<file path="src/rtl/phase_sample_fifo.sv">
// phase_sample_fifo: synchronised spin-vs-reference mismatch, per-spin saturating phase
// counters and a decimated raw-sample FIFO. Optional macro: SAMPLE_FIFO_OVERWRITE_EN.
`ifndef PHASE_ADDR_BASE
`define PHASE_ADDR_BASE 32'h0000_1000
`endif

module phase_sample_fifo #(
  parameter int N           = 3,
  parameter int CW          = 32,
  parameter int SYNC_STAGES = 3,
  parameter int FIFO_DEPTH  = 16
) (
  input  logic                        clk,
  input  logic                        rst,
  input  logic                        start,
  input  logic                        stop,
  input  logic [CW-1:0]               counter_max,
  input  logic [CW-1:0]               counter_cutoff,
  input  logic [$clog2(N)-1:0]        ref_idx,
  input  logic [15:0]                 decim,
  input  logic [N-1:0]                outputs,
  input  logic [31:0]                 rd_addr,
  output logic [CW-1:0]               phase,
  input  logic                        fifo_rd_en,
  output logic [N-1:0]                fifo_rd_data,
  output logic                        fifo_empty,
  output logic                        fifo_full,
  output logic [$clog2(FIFO_DEPTH):0] fifo_count,
  output logic                        fifo_ovf,
  output logic                        running
);

  localparam int RW = $clog2(N);
  localparam int AW = $clog2(FIFO_DEPTH);
  localparam logic [CW-1:0] CNT_ONE   = CW'(1);
  localparam logic [AW-1:0] PTR_ONE   = AW'(1);
  localparam logic [AW:0]   OCC_ONE   = (AW+1)'(1);
  localparam logic [AW:0]   OCC_FULL  = (AW+1)'(FIFO_DEPTH);

  typedef enum logic [0:0] {ST_IDLE = 1'b0, ST_RUN = 1'b1} state_e;

  state_e           state_r, state_next_s;
  logic [RW-1:0]    ref_q_r;
  logic [N-1:0]     sync_r [SYNC_STAGES];
  logic [N-1:0]     mismatch_s, sync_mm_s;
  logic             ref_bit_s;
  logic [CW-1:0]    cnt_r [N];
  logic [CW-1:0]    arm_val_s;
  logic [15:0]      dcnt_r;
  logic [N-1:0]     mem_r [FIFO_DEPTH];
  logic [AW-1:0]    wr_ptr_r, rd_ptr_r;
  logic [AW:0]      count_r;
  logic             ovf_r;
  logic             upd_s, push_s, pop_s, wr_en_s, rd_adv_s, ovf_set_s;
  logic [31:0]      idx_s;

  function automatic logic [CW-1:0] step_cnt(input logic [CW-1:0] c, input logic mm,
                                             input logic [CW-1:0] mx);
    logic [CW-1:0] r;
    if (mm) r = (c == {CW{1'b0}}) ? c : c - CNT_ONE;
    else    r = (c >= mx) ? c : c + CNT_ONE;
    return r;
  endfunction

  // Reference bit pick; an out-of-range latch reads as 0 rather than X
  always_comb begin
    ref_bit_s = 1'b0;
    for (int i = 0; i < N; i++) ref_bit_s = ref_bit_s | (outputs[i] & (ref_q_r == RW'(i)));
    mismatch_s = outputs ^ {N{ref_bit_s}};
  end

  assign sync_mm_s = sync_r[SYNC_STAGES-1];

  // Mismatch synchroniser chain
  always_ff @(posedge clk) begin
    if (rst) begin
      for (int s = 0; s < SYNC_STAGES; s++) sync_r[s] <= {N{1'b0}};
    end else begin
      sync_r[0] <= mismatch_s;
      for (int s = 1; s < SYNC_STAGES; s++) sync_r[s] <= sync_r[s-1];
    end
  end

  // FSM state register
  always_ff @(posedge clk) begin
    if (rst) state_r <= ST_IDLE;
    else     state_r <= state_next_s;
  end

  // FSM next state; start outranks stop in either state
  always_comb begin
    state_next_s = state_r;
    case (state_r)
      ST_IDLE: if (start) state_next_s = ST_RUN; else state_next_s = ST_IDLE;
      ST_RUN: begin
        if (start)     state_next_s = ST_RUN;
        else if (stop) state_next_s = ST_IDLE;
        else           state_next_s = ST_RUN;
      end
      default: state_next_s = ST_IDLE;
    endcase
  end

  assign running   = (state_r == ST_RUN);
  assign upd_s     = running && !start && !stop;
  assign push_s    = upd_s && (dcnt_r == decim);
  assign arm_val_s = (counter_cutoff < counter_max) ? counter_cutoff : counter_max;

  // Phase counters, reference latch and decimation counter
  always_ff @(posedge clk) begin
    if (rst) begin
      for (int i = 0; i < N; i++) cnt_r[i] <= {CW{1'b0}};
      ref_q_r <= {RW{1'b0}};
      dcnt_r  <= 16'd0;
    end else if (start) begin
      for (int i = 0; i < N; i++) cnt_r[i] <= arm_val_s;
      ref_q_r <= ref_idx;
      dcnt_r  <= 16'd0;
    end else if (upd_s) begin
      for (int i = 0; i < N; i++) cnt_r[i] <= step_cnt(cnt_r[i], sync_mm_s[i], counter_max);
      dcnt_r <= push_s ? 16'd0 : dcnt_r + 16'd1;
    end
  end

  assign fifo_empty = (count_r == {(AW+1){1'b0}});
  assign fifo_full  = (count_r == OCC_FULL);
  assign fifo_count = count_r;
  assign fifo_ovf   = ovf_r;
  assign pop_s      = fifo_rd_en && !fifo_empty;

  // Push into a full FIFO without a pop either drops or evicts the oldest entry
  always_comb begin
    wr_en_s   = push_s;
    rd_adv_s  = pop_s;
    ovf_set_s = 1'b0;
    if (push_s && fifo_full && !pop_s) begin
`ifdef SAMPLE_FIFO_OVERWRITE_EN
      rd_adv_s = 1'b1;
`else
      wr_en_s  = 1'b0;
`endif
      ovf_set_s = 1'b1;
    end else begin
      ovf_set_s = 1'b0;
    end
  end

  // FIFO pointers, occupancy and sticky overflow
  always_ff @(posedge clk) begin
    if (rst) begin
      wr_ptr_r <= {AW{1'b0}};
      rd_ptr_r <= {AW{1'b0}};
      count_r  <= {(AW+1){1'b0}};
      ovf_r    <= 1'b0;
    end else begin
      if (wr_en_s)  wr_ptr_r <= wr_ptr_r + PTR_ONE;
      if (rd_adv_s) rd_ptr_r <= rd_ptr_r + PTR_ONE;
      case ({wr_en_s, rd_adv_s})
        2'b10:   count_r <= count_r + OCC_ONE;
        2'b01:   count_r <= count_r - OCC_ONE;
        default: count_r <= count_r;
      endcase
      if (start)          ovf_r <= 1'b0;
      else if (ovf_set_s) ovf_r <= 1'b1;
    end
  end

  // FIFO storage (contents survive reset; pointers define validity)
  always_ff @(posedge clk) begin
    if (wr_en_s && !rst) mem_r[wr_ptr_r] <= sync_mm_s;
  end

  // Show-ahead head and host counter read
  always_comb begin
    if (fifo_empty) fifo_rd_data = {N{1'b0}};
    else            fifo_rd_data = mem_r[rd_ptr_r];
    idx_s = (rd_addr - `PHASE_ADDR_BASE) >> 2;
    phase = {CW{1'b0}};
    for (int i = 0; i < N; i++) phase = phase | (cnt_r[i] & {CW{idx_s == 32'(i)}});
  end

endmodule

</file>
<file path="config.mk">
export PLATFORM = sky130hd
export DESIGN_NAME = phase_sample_fifo
export DESIGN_NICKNAME = d
export VERILOG_FILES = /design/src/rtl/phase_sample_fifo.sv
export SDC_FILE = /design/constraint.sdc
export NUM_CORES = 1
export LEC_CHECK = 0
export BUFFER_PORTS_ARGS = -buffer_cell sky130_fd_sc_hd__buf_2
export CAP_MARGIN = 20
export CORE_MARGIN = 2
export CORE_UTILIZATION = 29
export DETAILED_ROUTE_END_ITERATION = 16
export PLACE_DENSITY = 0.47
export SLEW_MARGIN = 20
export SYNTH_ARGS = -nofsm -noshare
export SYNTH_HDL_FRONTEND = slang
export SYNTH_SLANG_ARGS = --single-unit
</file>
<file path="constraint.sdc">
create_clock -name clk -period 10.2 [get_ports clk]
set_input_delay 0.51 -clock clk [delete_from_list [all_inputs] [get_ports clk]]
set_output_delay 0.51 -clock clk [all_outputs]
set_load 0.01 [all_outputs]
</file>
==> results, run 1 <==
- The run finished with clean final reports.
- STA classifies the critical path startpoint as an input pin.
- The kind of capture point of the worst setup path is a flop.
- The number of distinct library cell variants in the gate-level netlist after synthesis is approximately 70.
- The number of design-rule violations left by the first detailed-router iteration is about 870.
- The final wirelength is between 50 and 60 mm.
- After synthesis, the most frequently instantiated cells are 226 x sky130_fd_sc_hd__ha_1, 178 x sky130_fd_sc_hd__nor2_1, 156 x sky130_fd_sc_hd__a21oi_1.
- The synthesized design contains 144 enable-type register cells.
- Headroom to the max-slew limit came out at 25.9%.
- 0 antenna diodes ended up in the layout.
- The clock latency reported for the late side of the worst-skew pair is roughly 0.47 ns.
- The floorplan row count is 87.
- The CTS buffer count is 17.
- In the final routed layout, each cell accounts on average for slightly above 20 um.
- Summed over all layers, the global routing overflow is 0.
- Clock tree synthesis found a total of 190 sinks.
- The die is between 200 and 250 um tall.
- Synthesis produced a netlist with a net count of around 2,100.
- Summing the sequential cell areas from Yosys gives a little under a third of the chip area.
- The share of cells above drive strength 1 is roughly an eighth.
- The count of buffers added by post-CTS timing repair for setup is 0.
- The number of cells produced by synthesis is 1,782.
- The number of detailed-route iterations in the first pass is 5.
- The clock-pin transition on the worst setup and hold timing paths is approximately 0.080 ns.
- In the finished design, the share of the clock period the worst path needs comes to 45.0%.
- The flip-flop and latch count after synthesis is 190.
- The number of global-route vias before repair is between 10,000 and 15,000.
- The total of hold buffers inserted after clock tree synthesis is 0.
- The most used standard cell by instance count after synthesis is sky130_fd_sc_hd__ha_1.
- The share of synthesized flip-flops with an asynchronous set or reset is 0%.
- The number of placed instances, taps included, is approximately 2,600.
- Among all flip-flop cells after synthesis, the most frequent one is sky130_fd_sc_hd__edfxtp_1.
- From synthesis to final layout, the design area changed by 13.5%.
- The total global routing track utilization is a little under a fifth.
- The classification of the worst-slack hold path is in -> reg.
- The number of max-slew violations in the final report is 0.
- The total area inside the core boundary comes to between 50,000 and 60,000 um^2.
- The floorplan step set the die width to approximately 240 um.
- The count of endpoints failing hold in the final timing report is 0.
- For this run, design rule violations remaining after detail routing come to 0.
- The number of max-capacitance violations reported is 0.
- For the worst setup path, the data arrival time is between 4 and 5 ns.
- For this run, the top clock speed supported by timing is ~0.22 GHz.
- The global-route wire length before repair is approximately 84 mm.
- The synthesized netlist occupies a cell area of ~17,000 um^2.
- The buffer depth of the longest clock path is 2.
- The number of nets still failing antenna checks after routing is 0.
- The leakage power figure is about 8.5 nW.
- The sequential cell area is between 5000 and 6000 um^2.
- The CTS root buffer is sky130_fd_sc_hd__clkbuf_16.
- Dividing the detail-routed via count by the number of cells gives between 5 and 6.
- The critical-path maximum fanout is 30.
- The maximum number of pins on one net before global-route repair is 88.
- The CTS tree is done.
- Counting I/O delays and the setup requirement, the final critical path takes roughly 4.6 ns.
- After routing the design area is roughly 19,000 um^2.
- After synthesis, the largest area contributor takes up 26.1% of total cell area.
- The count of yosys warnings during synthesis is 0.
- Setup repair after global routing left no endpoint under its margin.
- The data required time of the critical path is approximately 10 ns.
- Setup slack on the critical path of the routed design comes to around 5.6 ns.
- Across the routed clock network, the largest skew measured is ~0.013 ns.
- The multi-input logic area is 10,900 um^2.
- sky130_fd_sc_hd__edfxtp_1 takes more of the synthesized area than any other cell.
- The via total after detailed routing is between 10,000 and 15,000.
- The die area is slightly below 60,000 um^2.
- The H-tree was split into 4 levels.
- The number of failing setup endpoints in the final timing report is 0.
- For this design the top-level I/O count stands at ~170.
- OpenSTA, run right after detailed placement, puts the worst setup slack at between 5 and 6 ns.
- The initial antenna violation count came to 1.
- The initial cell density of the core is around 29%.
- In this run the mean area of a mapped cell was between 9 and 10 um^2.
- The final HPWL from detailed placement is around 44 mm.
- The count of cells in the finished layout, fillers not included, comes to approximately 2,700.
- The placed instance area is 18,200 um^2.
- For this design the ratio of total power to cell area is ~130 nW/um^2.
- In this run, post-CTS repair resized a total of 0 instances.
- Counting the fill cells in the layout gives roughly 5,800.
- The worst IR drop on VDD is 0.119 mV.
- The type of the worst setup path is in -> reg.
- Buffers placed on the I/O ports in this run total around 160.
- Sorting the synthesized cells by area gives the leading types as sky130_fd_sc_hd__edfxtp_1 26%, sky130_fd_sc_hd__ha_1 17%, sky130_fd_sc_hd__dfxtp_1 5.6%, sky130_fd_sc_hd__a21oi_1 4.7%, sky130_fd_sc_hd__a21o_1 4.4%.
- In the final timing run, aggregate negative setup slack is 0 ns.
- The routability-driven placement congestion ratio is between 0.8 and 0.9.
- The number of nets at the end of the flow is ~2,300.
- The transition at the pin with the smallest max-transition slack is roughly 1.1 ns.
## worst max-delay path: stages
cell	delay, ns
sky130_fd_sc_hd__buf_2	0.11
sky130_fd_sc_hd__inv_1	0.22
sky130_fd_sc_hd__ha_1	0.30
sky130_fd_sc_hd__a21o_1	0.19
sky130_fd_sc_hd__a21o_1	0.17
sky130_fd_sc_hd__a21oi_1	0.32
sky130_fd_sc_hd__nor3_1	0.17
sky130_fd_sc_hd__nor4_1	0.89
sky130_fd_sc_hd__a2bb2oi_4	0.37
sky130_fd_sc_hd__buf_4	0.52
sky130_fd_sc_hd__mux2i_1	0.67
sky130_fd_sc_hd__nor2_1	0.10
sky130_fd_sc_hd__a31o_2	0.25
## path summary, 6_finish.rpt
kind / from / end / slack, ns / cells after the start
max: counter_max[17] / cnt_r[0][70] / 5.61 / 13
min reg2reg: sync_r[0][2] / sync_r[0][5] / 0.44 / 1
min: ref_idx[1] / ref_q_r[1] / 0.29 / 3
max reg2reg: sync_r[0][8] / cnt_r[0][92] / 5.87 / 12
## metrics by stage
step                      utilization (%)  hold WS [ns]  power, mW
after floorplan                         -         0.414       1.50
after global placement               32.3         0.419       1.76
after detailed placement             32.3         0.424       1.77
after CTS                            33.3         0.265       2.46
after global routing                 33.3         0.300       2.58
final                                33.3         0.288       2.44
## registers in the layout (all words and copies together), names as in the netlist, named ones only
register / count
cnt_r: 96
running: 1
sync_r: 9
mem_r: 48
ref_q_r: 2
rd_ptr_r: 4
fifo_count: 5
wr_ptr_r: 4
dcnt_r: 16
fifo_ovf: 1
## cell type report
| class | instances | share of cell area [%] |
|---|---|---|
| clock buffer | 18 | 2.28 |
| timing repair buffer | 173 | 4.74 |
| clock inverter | 14 | 0.845 |
| inverter | 72 | 1.44 |
| sequential | 190 | 27.9 |
| multi-input combinational | 1457 | 57.8 |
| tap | 756 | 5.03 |
## routing by layer
layer	vias to the layer above	global-route usage [%]	part of all wire, %
li1	7036	-	-
met1	6935	24.2	45
met2	330	31.2	47
met3	74	1.92	4.4
met4	0	7.43	3.6
met5	-	0	0
## layout by cell type (no fill, tap or decap), types with 10 or more instances in the layout
cell | synthesis | routed
sky130_fd_sc_hd__nand2_1 | 76 | 76
sky130_fd_sc_hd__and3_1 | 11 | 11
sky130_fd_sc_hd__nor2b_1 | 33 | 32
sky130_fd_sc_hd__o22ai_1 | 72 | 72
sky130_fd_sc_hd__a211oi_1 | 14 | 14
sky130_fd_sc_hd__buf_2 | 3 | 163
sky130_fd_sc_hd__xor2_1 | 51 | 51
sky130_fd_sc_hd__dfxtp_1 | 46 | 43
sky130_fd_sc_hd__nand2b_1 | 20 | 19
sky130_fd_sc_hd__mux2i_1 | 64 | 64
sky130_fd_sc_hd__mux4_2 | 15 | 15
sky130_fd_sc_hd__nor4_1 | 35 | 35
sky130_fd_sc_hd__clkbuf_16 | 0 | 17
sky130_fd_sc_hd__nand4_1 | 42 | 42
sky130_fd_sc_hd__buf_4 | 0 | 10
sky130_fd_sc_hd__nand3_1 | 38 | 37
sky130_fd_sc_hd__inv_1 | 72 | 72
sky130_fd_sc_hd__a31oi_1 | 13 | 13
sky130_fd_sc_hd__nor2_1 | 178 | 178
sky130_fd_sc_hd__o211ai_1 | 12 | 12
sky130_fd_sc_hd__ha_1 | 226 | 226
sky130_fd_sc_hd__or3_1 | 12 | 11
sky130_fd_sc_hd__o21ai_0 | 77 | 77
sky130_fd_sc_hd__a21o_1 | 97 | 97
sky130_fd_sc_hd__nor3_1 | 17 | 16
sky130_fd_sc_hd__edfxtp_1 | 144 | 144
sky130_fd_sc_hd__xnor2_1 | 76 | 76
sky130_fd_sc_hd__a21oi_1 | 156 | 156
## cell families after synthesis
kind of cell             synth area share (%)
AND/OR/NAND/NOR                          14.5
multiplexers                             6.11
AO/OA/AOI/OAI                            20.5
buffers and inverters                    3.09
XOR/XNOR                                 6.71
adder cells (fa/ha/maj)                  17.5
flip-flops                               31.6
## where the power goes
part	switching, mW	internal [mW]
Clock	0.348	0.331
Sequential	0.111	0.899
Combinational	0.427	0.319
Note: power is estimated with default switching activity, not from simulation.
==> run 2, diff against run 1 <==
--- a/config.mk
+++ b/config.mk
@@ -10,7 +10,7 @@
 export CORE_MARGIN = 2
 export CORE_UTILIZATION = 29
 export DETAILED_ROUTE_END_ITERATION = 16
-export PLACE_DENSITY = 0.47
+export PLACE_DENSITY = 0.49
 export SLEW_MARGIN = 20
 export SYNTH_ARGS = -nofsm -noshare
 export SYNTH_HDL_FRONTEND = slang
==> constraint.sdc (replaced) <==
create_clock -name clk -period 4.06 [get_ports clk]
set_input_delay 0.203 -clock clk [delete_from_list [all_inputs] [get_ports clk]]
set_output_delay 0.203 -clock clk [all_outputs]
set_load 0.01 [all_outputs]
==> run 2 against run 1 <==
Compared with the run above:
- wire length grew 0.85%
- core utilization grew 0.65 points
- clock power grew to 2.5 times the previous value
- critical endpoint is now cnt_r[0][66]
- largest cell class unchanged
==> results, run 2 (synthesis results as in run 1) <==
- The flow ran to the end, and the final reports show no timing, DRC or antenna violations.
- The initial cell density of the core is 29.3% (unchanged).
- The category of cells accounting for the largest share of critical-path delay is compound AO/OA/AOI/OAI gates.
- The number of placed cells counting well taps was 2,687 (+1.5%).
- The final wirelength is 55.8 mm (+0.85%).
- The number of max-capacitance violations reported is 0 (unchanged).
- Among all stages on the critical path, the largest delay is contributed by sky130_fd_sc_hd__a2111oi_0.
- The maximum cell stage delay along the critical path is 0.57 ns (-0.32 ns).
- TritonCTS built the clock tree.
- Counting stages on the worst path, the most repeated cell is sky130_fd_sc_hd__a21o_1.
- The routability-driven placement congestion ratio is 0.895 (+2.6%).
- STA classifies the critical path startpoint as a flop.
- The clock-pin transition on the worst setup and hold timing paths is 0.08 ns (about the same).
- The buffering stage count on the worst path with inverters included is 3 (unchanged).
- The transition at the pin with the smallest max-transition slack came to 1.04 ns (-0.0460 ns).
- The worst IR drop on VDD is 0.301 mV (+150%).
- The post-route fraction of the period consumed by the critical path is 90.6%.
- The die area came to 59,100 um^2 (unchanged).
- The most critical setup path has its startpoint at cnt_r[0][64].
- The root buffer cell chosen for the clock tree is sky130_fd_sc_hd__clkbuf_16.
- The share of cells above drive strength 1 is 14.8% (+1.7 points).
- The worst-case clock skew is 0.00871 ns (-0.00440 ns).
- The overall die height is 243 um (unchanged).
- The critical-path maximum fanout is 32 (+6.7%).
- The clock network fraction of total power was 27.7% (-0.2 points).
- The CTS buffer count is 17 (unchanged).
- The number of failing setup endpoints in the final timing report came to 0 (unchanged).
- The number of nets still failing antenna checks after routing came to 0 (unchanged).
- The count of port buffers added during placement came to 163 (unchanged).
- The total global routing track utilization is 18.7% (+0.17 points).
- The classification of the worst-slack hold path is in -> reg.
- Walking the worst path, the cells encountered are inv_1, ha_1, nand2b_1, a21o_1, a21o_1, a21oi_1, o21ai_0, a2111oi_0, buf_4, nor2_1, o41ai_1, a31o_2, buf_12.
- The data required time of the critical path is 4.22 ns (-6.20 ns).
- The number of max-slew violations in the final report is 0 (unchanged).
- The headroom to the max-slew limit is 30.6% (+4.7 points).
- The number of placed I/O pins is 166 (unchanged).
- The post-synthesis to final-layout area growth is 15.7%.
- The clock latency reported for the late side of the worst-skew pair is 0.46 ns (about the same).
- The global-route wire length before repair is 85.2 mm (+1.1%).
- The reg-to-reg setup timing slack came to 0.38 ns (-5.49 ns).
- The largest registers in the layout are cnt_r: 96 flops, mem_r: 48 flops, dcnt_r: 16 flops.
- The accumulated negative setup slack is 0 ns (unchanged).
- The initial antenna violation count came to 0 (-1).
- The floorplan core area is 56,500 um^2 (unchanged).
- The ratio of total power to cell area is 323 nW/um^2 (+150%).
- The worst slack on hold paths is 0.0801 ns (-0.208 ns).
- The endpoint arrival time on the critical path is 3.83 ns (-0.98 ns).
- In this run the most critical hold path is launched from outputs[2].
- The number of clock sinks seen by CTS was 190 (unchanged).
- The number of global-route vias before repair is 14,700 (+1.3%).
- After layout, the minimum clock period comes to between 3 and 4 ns.
- The diode insertion count for antenna repair is 0 (unchanged).
- The final instance count without filler cells is 2,721 (+1.5%).
- The leakage power figure is 8.75 nW (+2.6%).
- The top register by number of flip-flops is cnt_r.
- The H-tree level count is 4 (unchanged).
- The switching part of the total is 36.4% (about the same).
- The maximum clock frequency is 0.272 GHz.
- The final HPWL from detailed placement is 44.8 mm (+1.9%).
- The worst register-to-register path begins at cnt_r[0][64].
- The count of endpoints failing hold in the final timing report is 0 (unchanged).
- The number of design-rule violations left by the first detailed-router iteration is 1,049 (+21%).
- The post-layout utilization of the core was 33.9% (+0.65 points).
- The horizontal extent of the die is 243 um (unchanged).
- The floorplan row count is 87 (unchanged).
- The buffer depth of the longest clock path came to 2 (unchanged).
- The remaining global-route overflow is 0 (unchanged).
- The commonest non-fill, non-tap cell in the layout is sky130_fd_sc_hd__ha_1.
- The routed via count divided by cell count is 5.39 (+0.51%).
- The internal power contribution is 3.94 mW (+150%).
- The combinational cell fraction of total power was 31.4% (+0.8 points).
- The type of the worst setup path is reg -> reg.
- The via total after detailed routing came to 14,700 (+2.0%).
- The post-route DRC violation count is 0 (unchanged).
- The switching power of the nets came to 2.25 mW (+150%).
- The number of nets at the end of the flow came to 2,304 (+1.8%).
- Setup repair after global routing left no endpoint under its margin.
- The number of detailed-route iterations in the first pass came to 5 (unchanged).
- The average wire per standard cell is 20.5 um (-0.67%).
- The part of the power in registers is 40.9% (-0.6 points).
- The kind of capture point of the worst setup path is a flop.
- The maximum number of pins on one net before global-route repair is 46 (-48%).
- The top cell types in the final layout, fill and taps aside, are 226 x sky130_fd_sc_hd__ha_1, 178 x sky130_fd_sc_hd__nor2_1, 163 x sky130_fd_sc_hd__buf_2, 156 x sky130_fd_sc_hd__a21oi_1, 144 x sky130_fd_sc_hd__edfxtp_1.
- The flip-flop count of the largest register, all copies and words added is 96 (unchanged).
run 2: changes by cell type in the layout (fill, tap and decap cells not counted), moves of 2 or more:
cell and change:
sky130_fd_sc_hd__buf_12 +6, sky130_fd_sc_hd__buf_4 +33, sky130_fd_sc_hd__clkinv_4 -3, sky130_fd_sc_hd__dlygate4sd3_1 +2
sky130_fd_sc_hd__inv_6 +4, sky130_fd_sc_hd__inv_8 -2
run 2: path summary, 6_finish.rpt:
path / endpoint / cells after the start
worst max register to register: cnt_r[0][66] / 13
worst min register to register: sync_r[0][4] / 1
worst max-delay path: cnt_r[0][66] / 13
worst min-delay path: sync_r[0][2] / 3
run 2: layout make-up:
cell class | count | area (um^2)
Tap cell | 756 | 946
Fill cell | 5731 | 37300
Multi-Input combinational cell | 1457 | 10900
Inverter | 72 | 270
Clock inverter | 14 | 141
Clock buffer | 18 | 429
Timing Repair Buffer | 214 | 1280
Sequential cell | 190 | 5250
run 2: metal layers:
layer  share of wire [%]  up-vias  global-route usage, %  wire length (um)
met2                  47      376                   30.9             26300
met4                 3.4        0                   7.24              1910
li1                    -     7136                      -                 -
met5                   0        -                      0                 0
met1                  46     7072                   24.9             25500
met3                 3.9       85                   2.07              2170
run 2: worst register-to-register path, cell delays in order (launching register included):
cell	delay, ns
sky130_fd_sc_hd__edfxtp_1	0.52
sky130_fd_sc_hd__inv_1	0.13
sky130_fd_sc_hd__ha_1	0.28
sky130_fd_sc_hd__nand2b_1	0.14
sky130_fd_sc_hd__a21o_1	0.18
sky130_fd_sc_hd__a21o_1	0.17
sky130_fd_sc_hd__a21oi_1	0.14
sky130_fd_sc_hd__o21ai_0	0.13
sky130_fd_sc_hd__a2111oi_0	0.58
sky130_fd_sc_hd__buf_4	0.21
sky130_fd_sc_hd__nor2_1	0.05
sky130_fd_sc_hd__o41ai_1	0.36
sky130_fd_sc_hd__a31o_2	0.25
sky130_fd_sc_hd__buf_12	0.21
run 2: power by group through the flow:
stage | Sequential, mW | Combinational (mW) | Clock, mW
after global routing | 2.56 | 2.15 | 1.83
after global placement | 2.57 | 1.90 | 0
after detailed placement | 2.57 | 1.93 | 0
after CTS | 2.53 | 1.94 | 1.76
final | 2.53 | 1.95 | 1.71
after floorplan | 2.44 | 1.34 | 0
run 2: timing repair:
action	CTS	global route
hold endpoints to repair	2	0
buffers inserted	0	0
resized for setup	0	1
setup endpoints to repair	0	2
hold buffers	2	0
run 2: stage by stage:
stage	setup slack, ns	power (mW)	instance area (um^2)
6_report	0.383	6.19	19200
5_1_grt	0.0167	6.54	19200
4_1_cts	0.296	6.22	19200
3_5_place_dp	0.328	4.50	18600
3_3_place_gp	0.374	4.47	18600
2_1_floorplan	0.321	3.78	16600
